==> config.mk <==
export PLATFORM = sky130hd
export DESIGN_NAME = mode_select_flat
export DESIGN_NICKNAME = d
export VERILOG_FILES = /design/src/rtl/mode_select_if.sv /design/src/rtl/mode_select.sv /design/src/flat_wrapper.sv
export SDC_FILE = /design/constraint.sdc
export NUM_CORES = 1
export LEC_CHECK = 0
export CORE_AREA = 2 2 75 77
export DETAILED_ROUTE_END_ITERATION = 12
export DIE_AREA = 0 0 77 79
export PLACE_DENSITY = 0.78
export SLEW_MARGIN = 10
export SYNTH_ARGS = -nofsm -noshare
export SYNTH_HDL_FRONTEND = slang
export SYNTH_SLANG_ARGS = --single-unit
==> constraint.sdc <==
create_clock -name clock -period 2.1 [get_ports clock]
set_input_delay 0.63 -clock clock [delete_from_list [all_inputs] [get_ports clock]]
set_output_delay 0.63 -clock clock [all_outputs]
set_load 0.02 [all_outputs]
==> src/rtl/mode_select_if.sv <==
// Mode selector bus: raw push button in,
// registered mode byte, index and change strobe out.
interface mode_select_if;
  logic       button_n;
  logic [7:0] mode_out;
  logic [1:0] mode_index;
  logic       mode_strobe;

  modport master (
    input  button_n,
    output mode_out,
    output mode_index,
    output mode_strobe
  );

  modport slave (
    output button_n,
    input  mode_out,
    input  mode_index,
    input  mode_strobe
  );
endinterface

==> src/rtl/mode_select.sv <==
// Push-button mode selector: sync, debounce, short/long
// press classification driving the video_config mode byte.
`ifndef MODE_VGA
`define MODE_VGA 8'h00
`endif
`ifndef MODE_720p
`define MODE_720p 8'h01
`endif
`ifndef MODE_1080p
`define MODE_1080p 8'h02
`endif

module mode_select #(
  parameter int DEBOUNCE_CYCLES   = 1000000,
  parameter int LONG_PRESS_CYCLES = 50000000
) (
  input logic           clock,
  input logic           reset_n,
  mode_select_if.master bus
);

  localparam int DW = $clog2(DEBOUNCE_CYCLES + 1);
  localparam int HW = $clog2(LONG_PRESS_CYCLES + 1);
  localparam logic [DW-1:0] DB_LAST =
    DW'(DEBOUNCE_CYCLES - 1);
  localparam logic [HW-1:0] HOLD_LAST =
    HW'(LONG_PRESS_CYCLES - 1);
  localparam logic [HW-1:0] HOLD_MAX =
    HW'(LONG_PRESS_CYCLES);

  typedef enum logic [1:0] {
    IDLE,
    PRESSED,
    LONG_HELD
  } state_t;

  state_t        state;
  logic          sync1;
  logic          sync2;
  logic          stable;
  logic [DW-1:0] db_cnt;
  logic [HW-1:0] hold_cnt;
  logic [1:0]    idx;
  logic [1:0]    next_idx;
  logic          act;

  function automatic logic [7:0] mode_byte(
    input logic [1:0] i
  );
    case (i)
      2'd1:    return `MODE_720p;
      2'd2:    return `MODE_1080p;
      default: return `MODE_VGA;
    endcase
  endfunction

  always_ff @(posedge clock or negedge reset_n) begin
    if (!reset_n) begin
      sync1  <= 1'b1;
      sync2  <= 1'b1;
      stable <= 1'b1;
      db_cnt <= '0;
    end else begin
      sync1 <= bus.button_n;
      sync2 <= sync1;
      if (sync2 == stable) begin
        db_cnt <= '0;
      end else if (db_cnt == DB_LAST) begin
        stable <= sync2;
        db_cnt <= '0;
      end else begin
        db_cnt <= db_cnt + 1'b1;
      end
    end
  end

  // Long threshold is tested before release so it wins a tie.
  always_comb begin
    act      = 1'b0;
    next_idx = idx;
    if (state == PRESSED) begin
      if (hold_cnt == HOLD_LAST) begin
        act      = 1'b1;
        next_idx = 2'd0;
      end else if (stable) begin
        act      = 1'b1;
        next_idx = (idx == 2'd2) ? 2'd0 : idx + 2'd1;
      end
    end
  end

  always_ff @(posedge clock or negedge reset_n) begin
    if (!reset_n) begin
      state           <= IDLE;
      hold_cnt        <= '0;
      idx             <= 2'd0;
      bus.mode_out    <= `MODE_VGA;
      bus.mode_strobe <= 1'b0;
    end else begin
      bus.mode_strobe <= 1'b0;
      if (act) begin
        idx             <= next_idx;
        bus.mode_out    <= mode_byte(next_idx);
        bus.mode_strobe <= (next_idx != idx);
      end
      unique case (state)
        IDLE: begin
          if (!stable) begin
            state    <= PRESSED;
            hold_cnt <= '0;
          end
        end
        PRESSED: begin
          if (hold_cnt == HOLD_LAST) begin
            state <= LONG_HELD;
          end else if (stable) begin
            state <= IDLE;
          end else if (hold_cnt != HOLD_MAX) begin
            hold_cnt <= hold_cnt + 1'b1;
          end
        end
        LONG_HELD: begin
          if (stable) state <= IDLE;
        end
        default: state <= IDLE;
      endcase
    end
  end

  assign bus.mode_index = idx;

endmodule

==> src/flat_wrapper.sv <==
// flat-port wrapper written by rule: the top's interface ports become plain ports
module mode_select_flat 
#(
  parameter int DEBOUNCE_CYCLES   = 1000000,
  parameter int LONG_PRESS_CYCLES = 50000000
)
  (clock, reset_n, bus_button_n, bus_mode_out, bus_mode_index, bus_mode_strobe);
  mode_select_if bus_i ();
  input logic clock;
  input logic reset_n;
  input wire logic [$bits(bus_i.button_n)-1:0] bus_button_n;
  output wire logic [$bits(bus_i.mode_out)-1:0] bus_mode_out;
  output wire logic [$bits(bus_i.mode_index)-1:0] bus_mode_index;
  output wire logic [$bits(bus_i.mode_strobe)-1:0] bus_mode_strobe;
  assign bus_i.button_n = bus_button_n;
  assign bus_mode_out = bus_i.mode_out;
  assign bus_mode_index = bus_i.mode_index;
  assign bus_mode_strobe = bus_i.mode_strobe;
  mode_select #(.DEBOUNCE_CYCLES(DEBOUNCE_CYCLES), .LONG_PRESS_CYCLES(LONG_PRESS_CYCLES)) u_core (.clock(clock), .reset_n(reset_n), .bus(bus_i));
endmodule
==> impl_results.md, run 1 <==
* CTS tree: yes
* 1st-iter DRT viols at 142
* Reg power frac at 59.4%
* CTS Root Cell: clkbuf_8
* Sinks on Clock Net at 56
* Width of the die at 77 um
* Status: complete, no violations
* Min Tclk post-route at 2004 ps
* PwrDens at 533.0 nW/um^2
* First-pass GRT wire length at 11830 um
* Commonest non-fill, non-tap cell in the layout: dfrtp_1
* H-tree depth at 2
* Most frequent cells in the layout: 53 x dfrtp_1, 34 x nor2_1, 31 x nand2_1
* Initial Utilization at 57.50%
* Data required time of the critical path at 1470 ps
* CP Depth at 1
* Filler Cell Count at 478
* Sw frac at 20.82%
* Wire length per cell at 16.35 um
* Overflow after GRT at 0
* Diodes inserted at 0
* Sequential Area at 1405 um^2
* CORE AREA at 5338 um^2
* Fmax at 0.4991 GHz
* Clock Pin Slew Worst Setup and Hold Paths at 100 ps
* Total power draw at 1.837 mW
* Max FO, Critical Path at 5
* Die H at 79 um
* Critical path cell sequence: clkdlybuf4s50_1
* Critical Path AT at 1370 ps
* Cts hold-fix bufs at 0
* Final net count at 358
* Largest net degree at the start of global routing at 57
* Critical path type: register to output port
* TritonRoute pass-1 iters at 5
* Switch Pwr at 382.4 uW
* Post-synthesis sequential area ratio at 45.78%
* DRC at 0
* Combinational power share at 3.1%
* Hold slack at 301.0 ps
* Top delay family on crit path: buffers and inverters
* Synth Flop Type: dfrtp_1
* Slowest stage delay, CP at 640 ps
* Relative slew slack at 63.30%
* Max Cap Viol at 0
* CP Launch Point: u_core.bus.mode_index[0]$_DFFE_PN0P_
* Routed Antenna Nets at 0
* Leak pwr at 1.572 nW
* Final hold vios at 0
* Slowest CP cell: clkdlybuf4s50_1
* Number of cell rows at 27
* Clk_lat worst skew at 310 ps
* Final Max Tran Viols at 0
* Hold Crit Class: input port to async pin
* Crit path to: bus_mode_index[0]
* Reg2reg start: u_core.hold_cnt[1]$_DFFE_PN0P_
* VDD IR max at 0.3586 mV
* Mean Syn Cell Area at 9.245 um^2
* Routability cong. at 0.9440
* Post-Synthesis Cell Area at 3069 um^2
* Worst slew pin tran at 545.5 ps
* Power Internal at 1.454 mW
* Initial antenna violation count at 0
* CP endpoint kind: output port
* Share of layout cells above drive strength 1 at 13.03%
* Multi-input logic area at 1559 um^2
* Die area at 6083 um^2
* Critical R2R Capture: u_core.hold_cnt[1]$_DFFE_PN0P_
* DRT Wirelength at 6949 um
* Clock skew at 9.332 ps
* Post-Synthesis Cells at 332
* CP startpoint kind: register
* Setup slack at placement at 85.91 ps
* Fin crit share at 95.41%
* Vias in the first global route at 2527
* Detailed-route via count at 2582
* Detailed Place HPWL at 4816 um
* Final setup margin at 96.48 ps
* FF+latch count, synth at 56
* Final setup violating endpoints at 0
* Synth cell types at 50
* Async set-reset flop share out of synthesis at 100.0%
* Path depth of the worst reg2reg path at 6
* Clock Power Share at 37.5%
* IO Port Bufs at 7
* TritonCTS buffer count at 5
* Post-synth EDFFs at 0
* YS warnings at 0
* Worst R2R Setup Slack at 140 ps
* Io pins at 14
* Crit path buf inv count at 1
* Clock tree buffer depth at 2
* Tot GR Track Use at 24.11%
* Area growth from synthesis to layout at 12.27%
* Vias per cell at 6.075
==> cells in the mapped netlist (9+ instances only) <==
cell type | n | share of area [%]
a21oi_1 | 12 | 2.0
and3_1 | 11 | 2.2
clkbuf_1 | 10 | 1.2
dfrtp_1 | 53 | 43
inv_1 | 9 | 1.1
nand2_1 | 31 | 3.8
nand3_1 | 17 | 2.8
nand4_1 | 12 | 2.4
nor2_1 | 34 | 4.2
nor3_1 | 10 | 1.6
o21ai_0 | 24 | 3.9
o31ai_1 | 10 | 2.4
xor2_1 | 12 | 3.4
==> layer usage <==
| metal | track usage, % | vias up | wire length [um] |
|---|---|---|---|
| li1 | - | 1235 | - |
| met1 | 30.34 | 1249 | 2959 |
| met2 | 41.67 | 78 | 3558 |
| met3 | 3.750 | 20 | 247 |
| met4 | 10.18 | 0 | 184 |
| met5 | 0 | - | 0 |
==> timing repair <==
| item | CTS | global route |
|---|---|---|
| setup endpoints to repair | 0 | 24 |
| hold endpoints to repair | 0 | 0 |
| setup buffers | 0 | 0 |
| gates resized for setup | 0 | 5 |
==> kinds of logic (layout without fill, tap and decap cells) <==
group | after synthesis | in the layout | share of synthesized area (%)
AND/OR/NAND/NOR | 148 | 148 | 26.70
adder cells (fa/ha/maj) | 3 | 3 | 1.223
AO/OA/AOI/OAI | 71 | 71 | 14.84
multiplexers | 3 | 3 | 1.060
other | 1 | 6 | 0.1222
buffers and inverters | 31 | 47 | 4.851
flip-flops | 56 | 56 | 45.78
XOR/XNOR | 19 | 19 | 5.422
==> how the worst min path moves through the flow <==
stage	startpoint	end	slack (ps)	cells after the start
after CTS	reset_n	u_core.db_cnt[2]$_DFF_PN0_	320	2
after global placement	u_core.sync1$_DFF_PN1_	u_core.sync2$_DFF_PN1_	350	0
after global routing	reset_n	u_core.db_cnt[2]$_DFF_PN0_	320	2
after floorplan	reset_n	u_core.bus.mode_index[0]$_DFFE_PN0P_	330	0
final	reset_n	u_core.db_cnt[2]$_DFF_PN0_	300	2
after detailed placement	u_core.sync1$_DFF_PN1_	u_core.sync2$_DFF_PN1_	350	0
==> layout make-up <==
| type | count | share of cell area (%) |
|---|---|---|
| multi-input cells | 250 | 45.24 |
| flip-flops and latches | 56 | 40.78 |
| repair buffers | 30 | 7.262 |
| well taps | 72 | 2.614 |
| clock buffers | 6 | 2.106 |
| clock inverters | 2 | 1.017 |
| inverters | 9 | 0.9804 |
==> state kept, by name, summed over array words and instances, names as in the netlist <==
signal and cells:
u_core.bus.mode_out 2, u_core.bus.mode_index 2, u_core.bus.mode_strobe 1, u_core.stable 1, u_core.state 2, u_core.hold_cnt 26
u_core.sync2 1, u_core.db_cnt 20, u_core.sync1 1
==> through the flow <==
stage / utilization [%] / std cells / setup TNS [ps] / cell area (um^2)
after global routing: 64.56 / 425 / -13.66 / 3446
final: 64.56 / 425 / 0 / 3446
after detailed placement: 62.07 / 417 / 0 / 3313
after CTS: 64.09 / 425 / 0 / 3421
after floorplan: - / 337 / 0 / 3088
after global placement: 62.07 / 417 / 0 / 3313
==> power groups by stage <==
| stage | Sequential [mW] | Combinational [mW] | Clock [mW] |
|---|---|---|---|
| 2_1_floorplan | 1.11 | 0.0321 | 0 |
| 3_3_place_gp | 1.11 | 0.0563 | 0 |
| 3_5_place_dp | 1.11 | 0.0584 | 0 |
| 4_1_cts | 1.09 | 0.0582 | 0.706 |
| 5_1_grt | 1.09 | 0.0654 | 0.741 |
| 6_report | 1.09 | 0.0562 | 0.689 |
Note: power is estimated with default switching activity, not from simulation.
==> inputs of run 2 (changes only) <==
- CORE_AREA: 2 2 75 77 -> 2 2 78 80
- DIE_AREA: 0 0 77 79 -> 0 0 80 82
- PLACE_DENSITY: 0.78 -> 0.73
==> impl_results.md, run 2 (synthesis results as in run 1) <==
* Final Max Tran Viols at 0 (unchanged)
* Clock Pin Slew Worst Setup and Hold Paths at 100 ps (about the same)
* Fin crit share at 94.94% (was 95.41%)
* Largest register FFs at 26 (unchanged)
* Routability cong. at 0.8750 (was 0.9440)
* Crit path buf inv count at 1 (unchanged)
* Min Tclk post-route at 1994 ps (was 2004 ps)
* Io pins at 14 (unchanged)
* Cts hold-fix bufs at 0 (unchanged)
* 1st-iter DRT viols at 192 (was 142)
* Number of cell rows at 28 (was 27)
* Post-Place Cells at 417 (unchanged)
* Vias per cell at 5.896 (was 6.075)
* Clock skew at 11.17 ps (was 9.332 ps)
* TritonRoute pass-1 iters at 4 (was 5)
* Final instance area at 3397 um^2 (was 3446 um^2)
* Largest net degree at the start of global routing at 44 (was 57)
* PwrDens at 513.7 nW/um^2 (was 533.0 nW/um^2)
* Overflow after GRT at 0 (unchanged)
* Setup slack at placement at 86.62 ps (was 85.91 ps)
* Final setup violating endpoints at 0 (unchanged)
* Fmax at 0.5016 GHz (was 0.4991 GHz)
* Width of the die at 80 um (was 77 um)
* CP startpoint kind: register (unchanged)
* Clk_lat worst skew at 310 ps (about the same)
* CP endpoint kind: output port (unchanged)
* Final Util at 59.12% (was 64.56%)
* Critical R2R Capture: u_core.hold_cnt[12]$_DFFE_PN0P_ (was u_core.hold_cnt[1]$_DFFE_PN0P_)
* Status: complete, no violations (unchanged)
* Most flops, register: u_core.hold_cnt (unchanged)
* Non-Filler Instances at 425 (unchanged)
* Vias in the first global route at 2292 (was 2527)
* Diodes inserted at 0 (unchanged)
* Initial antenna violation count at 0 (unchanged)
* Routed Antenna Nets at 0 (unchanged)
* Post-CTS Setup Bufs at 0 (unchanged)
* Detailed-route via count at 2506 (was 2582)
* Die area at 6560 um^2 (was 6083 um^2)
* Multi-input logic area at 1545 um^2 (was 1559 um^2)
* Setup TNS at 0 ps (unchanged)
* Largest registers: u_core.hold_cnt (26), u_core.db_cnt (20) (unchanged)
* Top sig layer: met4 (unchanged)
* CTS Root Cell: clkbuf_8 (unchanged)
* CTS tree: yes (unchanged)
* Filler Cell Count at 516 (was 478)
* Critical path type: register to output port (unchanged)
* Hold Crit Class: input port to async pin (unchanged)
* First-pass GRT wire length at 10630 um (was 11830 um)
* Clock tree buffer depth at 2 (unchanged)
* Met3 wire len at 209 um (was 247 um)
* VDD IR max at 0.2945 mV (was 0.3586 mV)
* M1 WL at 2986 um (was 2959 um)
* Slowest CP cell: clkdlybuf4s50_1 (unchanged)
* Initial Utilization at 53.42% (was 57.50%)
* Total power draw at 1.745 mW (was 1.837 mW)
* Die H at 82 um (was 79 um)
* Unrepaired setup endpoints after global routing: true
* Worst R2R Setup Slack at 110 ps (was 140 ps)
* IO Port Bufs at 7 (unchanged)
* Sequential Area at 1406 um^2 (was 1405 um^2)
* Final setup margin at 106.3 ps (was 96.48 ps)
* Final net count at 355 (was 358)
* DRC at 0 (unchanged)
* Data required time of the critical path at 1470 ps (about the same)
* Detailed Place HPWL at 4628 um (was 4816 um)
* Top delay family on crit path: buffers and inverters (unchanged)
* Most frequent cells in the layout: 52 x dfrtp_1, 34 x nor2_1, 31 x nand2_1 (was 53 x dfrtp_1, 34 x nor2_1, 31 x nand2_1)
* Share of layout cells above drive strength 1 at 12.29% (was 13.03%)
* Critical Path AT at 1360 ps (was 1370 ps)
* Max FO, Critical Path at 5 (unchanged)
* Slowest stage delay, CP at 630 ps (was 640 ps)
* CORE AREA at 5746 um^2 (was 5338 um^2)
* TritonCTS buffer count at 5 (unchanged)
* Leak pwr at 1.535 nW (was 1.572 nW)
* Tot GR Track Use at 20.72% (was 24.11%)
* Reg2reg start: u_core.hold_cnt[1]$_DFFE_PN0P_ (unchanged)
* Final hold vios at 0 (unchanged)
* Critical path cell sequence: clkdlybuf4s50_1 (unchanged)
* H-tree depth at 2 (unchanged)
* Path depth of the worst reg2reg path at 7 (was 6)
* Wire length per cell at 15.30 um (was 16.35 um)
* WL met2 at 3232 um (was 3558 um)
* Max Cap Viol at 0 (unchanged)
* Hold slack at 205.6 ps (was 301.0 ps)
* Placed Area at 3294 um^2 (was 3313 um^2)
* Commonest non-fill, non-tap cell in the layout: dfrtp_1 (unchanged)
* Area growth from synthesis to layout at 10.68% (was 12.27%)
* Sinks on Clock Net at 56 (unchanged)
* DRT Wirelength at 6504 um (was 6949 um)
==> run 2: area by class of cell <==
type / instances / area share (%)
clock inverters: 3 / 0.6262
inverters: 9 / 0.9945
multi-input cells: 250 / 45.49
well taps: 75 / 2.762
repair buffers: 27 / 6.703
clock buffers: 5 / 2.026
flip-flops and latches: 56 / 41.40
==> run 2: power by group <==
| group | switching [mW] | total [mW] | internal [mW] |
|---|---|---|---|
| logic | 0.0425 | 0.0565 | 0.0140 |
| clock network | 0.360 | 0.597 | 0.238 |
| registers | 0.00583 | 1.09 | 1.09 |
==> run 2: per-layer routing <==
metal | global-route usage, % | vias to the layer above
met4 | 7.119 | 0
met2 | 35.42 | 45
met5 | 0 | -
met1 | 26.84 | 1223
li1 | - | 1231
met3 | 3.297 | 7
==> run 2: what timing repair did <==
action	4_1_cts	5_1_grt
resized for setup	0	4
hold endpoints to repair	0	0
setup endpoints to repair	0	23
==> run 2: worst max path at each step <==
stage	startpoint	end	slack, ps	cells past startpoint
5_1_grt	u_core.hold_cnt[1]$_DFFE_PN0P_	u_core.hold_cnt[2]$_DFFE_PN0P_	-20	8
6_report	u_core.bus.mode_index[0]$_DFFE_PN0P_	bus_mode_index[0]	110	1
4_1_cts	u_core.hold_cnt[0]$_DFFE_PN0P_	u_core.hold_cnt[17]$_DFFE_PN0P_	60	7
2_1_floorplan	u_core.hold_cnt[0]$_DFFE_PN0P_	u_core.hold_cnt[18]$_DFFE_PN0P_	190	6
3_3_place_gp	u_core.hold_cnt[0]$_DFFE_PN0P_	u_core.hold_cnt[1]$_DFFE_PN0P_	130	6
3_5_place_dp	u_core.hold_cnt[0]$_DFFE_PN0P_	u_core.hold_cnt[17]$_DFFE_PN0P_	90	7
==> inputs of run 3 (changes only) <==
- CORE_AREA: 2 2 78 80 -> 2 2 81 83
- DIE_AREA: 0 0 80 82 -> 0 0 83 85
- PLACE_DENSITY: 0.73 -> 0.69
==> impl_results.md, run 3 (synthesis results as in run 1) <==
* Clock tree buffer depth at 2 (unchanged)
* DRC at 0 (unchanged)
* Slowest stage delay, CP at 630 ps (about the same)
* PwrDens at 511.4 nW/um^2 (was 513.7 nW/um^2)
* Die area at 7055 um^2 (was 6560 um^2)
* Unrepaired setup endpoints after global routing: false (was true)
* Initial Utilization at 49.47% (was 53.42%)
* Top delay family on crit path: buffers and inverters (unchanged)
* Combinational power share at 3.3% (was 3.2%)
* Fin crit share at 95.47% (was 94.94%)
* Routed Antenna Nets at 0 (unchanged)
* Critical R2R Capture: u_core.hold_cnt[17]$_DFFE_PN0P_ (was u_core.hold_cnt[12]$_DFFE_PN0P_)
* Clk_lat worst skew at 300 ps (was 310 ps)
* Final setup violating endpoints at 0 (unchanged)
* Clock skew at 4.025 ps (was 11.17 ps)
* CTS tree: yes (unchanged)
* Fmax at 0.4988 GHz (was 0.5016 GHz)
* Post-CTS Setup Bufs at 0 (unchanged)
* Die H at 85 um (was 82 um)
* VDD IR max at 0.3169 mV (was 0.2945 mV)
* CP startpoint kind: register (unchanged)
* Relative slew slack at 65.39%
* Max Cap Viol at 0 (unchanged)
* Vias in the first global route at 2482 (was 2292)
* Diodes inserted at 0 (unchanged)
* Power Internal at 1.370 mW (was 1.337 mW)
* Initial antenna violation count at 0 (unchanged)
* Filler Cell Count at 550 (was 516)
* Overflow after GRT at 0 (unchanged)
* Routability cong. at 0.9050 (was 0.8750)
* 1st-iter DRT viols at 132 (was 192)
* Final hold vios at 0 (unchanged)
* Final setup margin at 95.16 ps (was 106.3 ps)
* Critical path type: register to output port (unchanged)
* Critical path cell sequence: clkdlybuf4s50_1 (unchanged)
* Setup slack at placement at 78.40 ps (was 86.62 ps)
* Final net count at 354 (was 355)
* Width of the die at 83 um (was 80 um)
* DRT Wirelength at 6765 um (was 6504 um)
* TritonRoute pass-1 iters at 4 (unchanged)
* Crit path buf inv count at 1 (unchanged)
* Setup TNS at 0 ps (unchanged)
* Tot GR Track Use at 20.12% (was 20.72%)
* First-pass GRT wire length at 11810 um (was 10630 um)
* Detailed-route via count at 2504 (was 2506)
* Final Max Tran Viols at 0 (unchanged)
* Wire length per cell at 15.88 um (was 15.30 um)
* CP endpoint kind: output port (unchanged)
* Most frequent cells in the layout: 52 x dfrtp_1, 34 x nor2_1, 31 x nand2_1 (unchanged)
* Leak pwr at 1.543 nW (was 1.535 nW)
* Reg power frac at 62.1% (was 62.6%)
* Max FO, Critical Path at 5 (unchanged)
* Reg2reg start: u_core.hold_cnt[1]$_DFFE_PN0P_ (unchanged)
* Number of cell rows at 29 (was 28)
* Slowest CP cell: clkdlybuf4s50_1 (unchanged)
* TritonCTS buffer count at 5 (unchanged)
* Io pins at 14 (unchanged)
* Detailed Place HPWL at 4673 um (was 4628 um)
* Largest net degree at the start of global routing at 44 (unchanged)
* Hold Crit Class: input port to async pin (unchanged)
* Switch Pwr at 387.8 uW (was 407.8 uW)
* Area growth from synthesis to layout at 11.99% (was 10.68%)
* Worst slew pin tran at 514.4 ps
* Data required time of the critical path at 1470 ps (about the same)
* Most flops, register: u_core.hold_cnt (unchanged)
* Largest register FFs at 26 (unchanged)
* Clock Pin Slew Worst Setup and Hold Paths at 100 ps (about the same)
* Vias per cell at 5.878 (was 5.896)
* CORE AREA at 6205 um^2 (was 5746 um^2)
* IO Port Bufs at 7 (unchanged)
* Sw frac at 22.06% (was 23.37%)
* Status: complete, no violations (unchanged)
* Clock Power Share at 34.6% (was 34.2%)
* Path depth of the worst reg2reg path at 7 (unchanged)
* CTS Root Cell: clkbuf_8 (unchanged)
* Critical Path AT at 1370 ps (was 1360 ps)
* Share of layout cells above drive strength 1 at 12.03% (was 12.29%)
* Largest registers: u_core.hold_cnt (26), u_core.db_cnt (20) (unchanged)
* CP Depth at 1 (unchanged)
* Min Tclk post-route at 2005 ps (was 1994 ps)
* Worst R2R Setup Slack at 120 ps (was 110 ps)
* Commonest non-fill, non-tap cell in the layout: dfrtp_1 (unchanged)
* H-tree depth at 2 (unchanged)
* Sinks on Clock Net at 56 (unchanged)
-- run 3: power by group through the flow --
stage	Combinational, mW	Sequential (mW)	Clock (mW)
after floorplan	0.0321	1.11	0
after global placement	0.0590	1.11	0
after detailed placement	0.0594	1.11	0
after CTS	0.0596	1.09	0.622
after global routing	0.0671	1.09	0.670
final	0.0575	1.09	0.609
-- run 3: per-layer routing --
metal / global-route usage, % / part of all wire [%] / vias up
li1: - / - / 1221
met1: 26.92 / 45 / 1210
met2: 33.58 / 50 / 68
met3: 3.307 / 4.5 / 5
met4: 6.706 / 0.61 / 0
met5: 0 / 0 / -
-- run 3: how the worst max path moves through the flow --
stage,startpoint,to,slack [ps]
4_1_cts,u_core.hold_cnt[0]$_DFFE_PN0P_,u_core.hold_cnt[12]$_DFFE_PN0P_,60
6_report,u_core.bus.mode_index[1]$_DFFE_PN0P_,bus_mode_index[1],100
3_5_place_dp,u_core.hold_cnt[0]$_DFFE_PN0P_,u_core.hold_cnt[12]$_DFFE_PN0P_,80
5_1_grt,u_core.hold_cnt[1]$_DFFE_PN0P_,u_core.hold_cnt[12]$_DFFE_PN0P_,2
3_3_place_gp,u_core.hold_cnt[0]$_DFFE_PN0P_,u_core.hold_cnt[1]$_DFFE_PN0P_,160
2_1_floorplan,u_core.hold_cnt[0]$_DFFE_PN0P_,u_core.hold_cnt[18]$_DFFE_PN0P_,190
-- run 3: timing repair --
action,CTS,global route
resized for setup,0,5
endpoints found under the setup margin,0,44
hold buffers,0,0
-- run 3: per-stage QoR --
stage,instance area (um^2),utilization (%),hold slack (ps),std cells,power (mW)
6_report,3437,55.39,222.7,426,1.758
5_1_grt,3437,55.39,227.7,426,1.830
4_1_cts,3408,54.93,224.6,426,1.773
3_5_place_dp,3314,53.42,348.7,418,1.172
3_3_place_gp,3314,53.42,349.1,418,1.171
2_1_floorplan,3088,-,334.4,337,1.144
-- run 3: final cells by class --
cell class | instances | area, um^2 | share of cell area [%]
multi-input cells | 250 | 1562 | 45.43
flip-flops and latches | 56 | 1406 | 40.92
repair buffers | 26 | 245.2 | 7.135
well taps | 77 | 96.34 | 2.803
clock buffers | 7 | 86.33 | 2.512
inverters | 9 | 33.78 | 0.9829
clock inverters | 1 | 7.507 | 0.2184
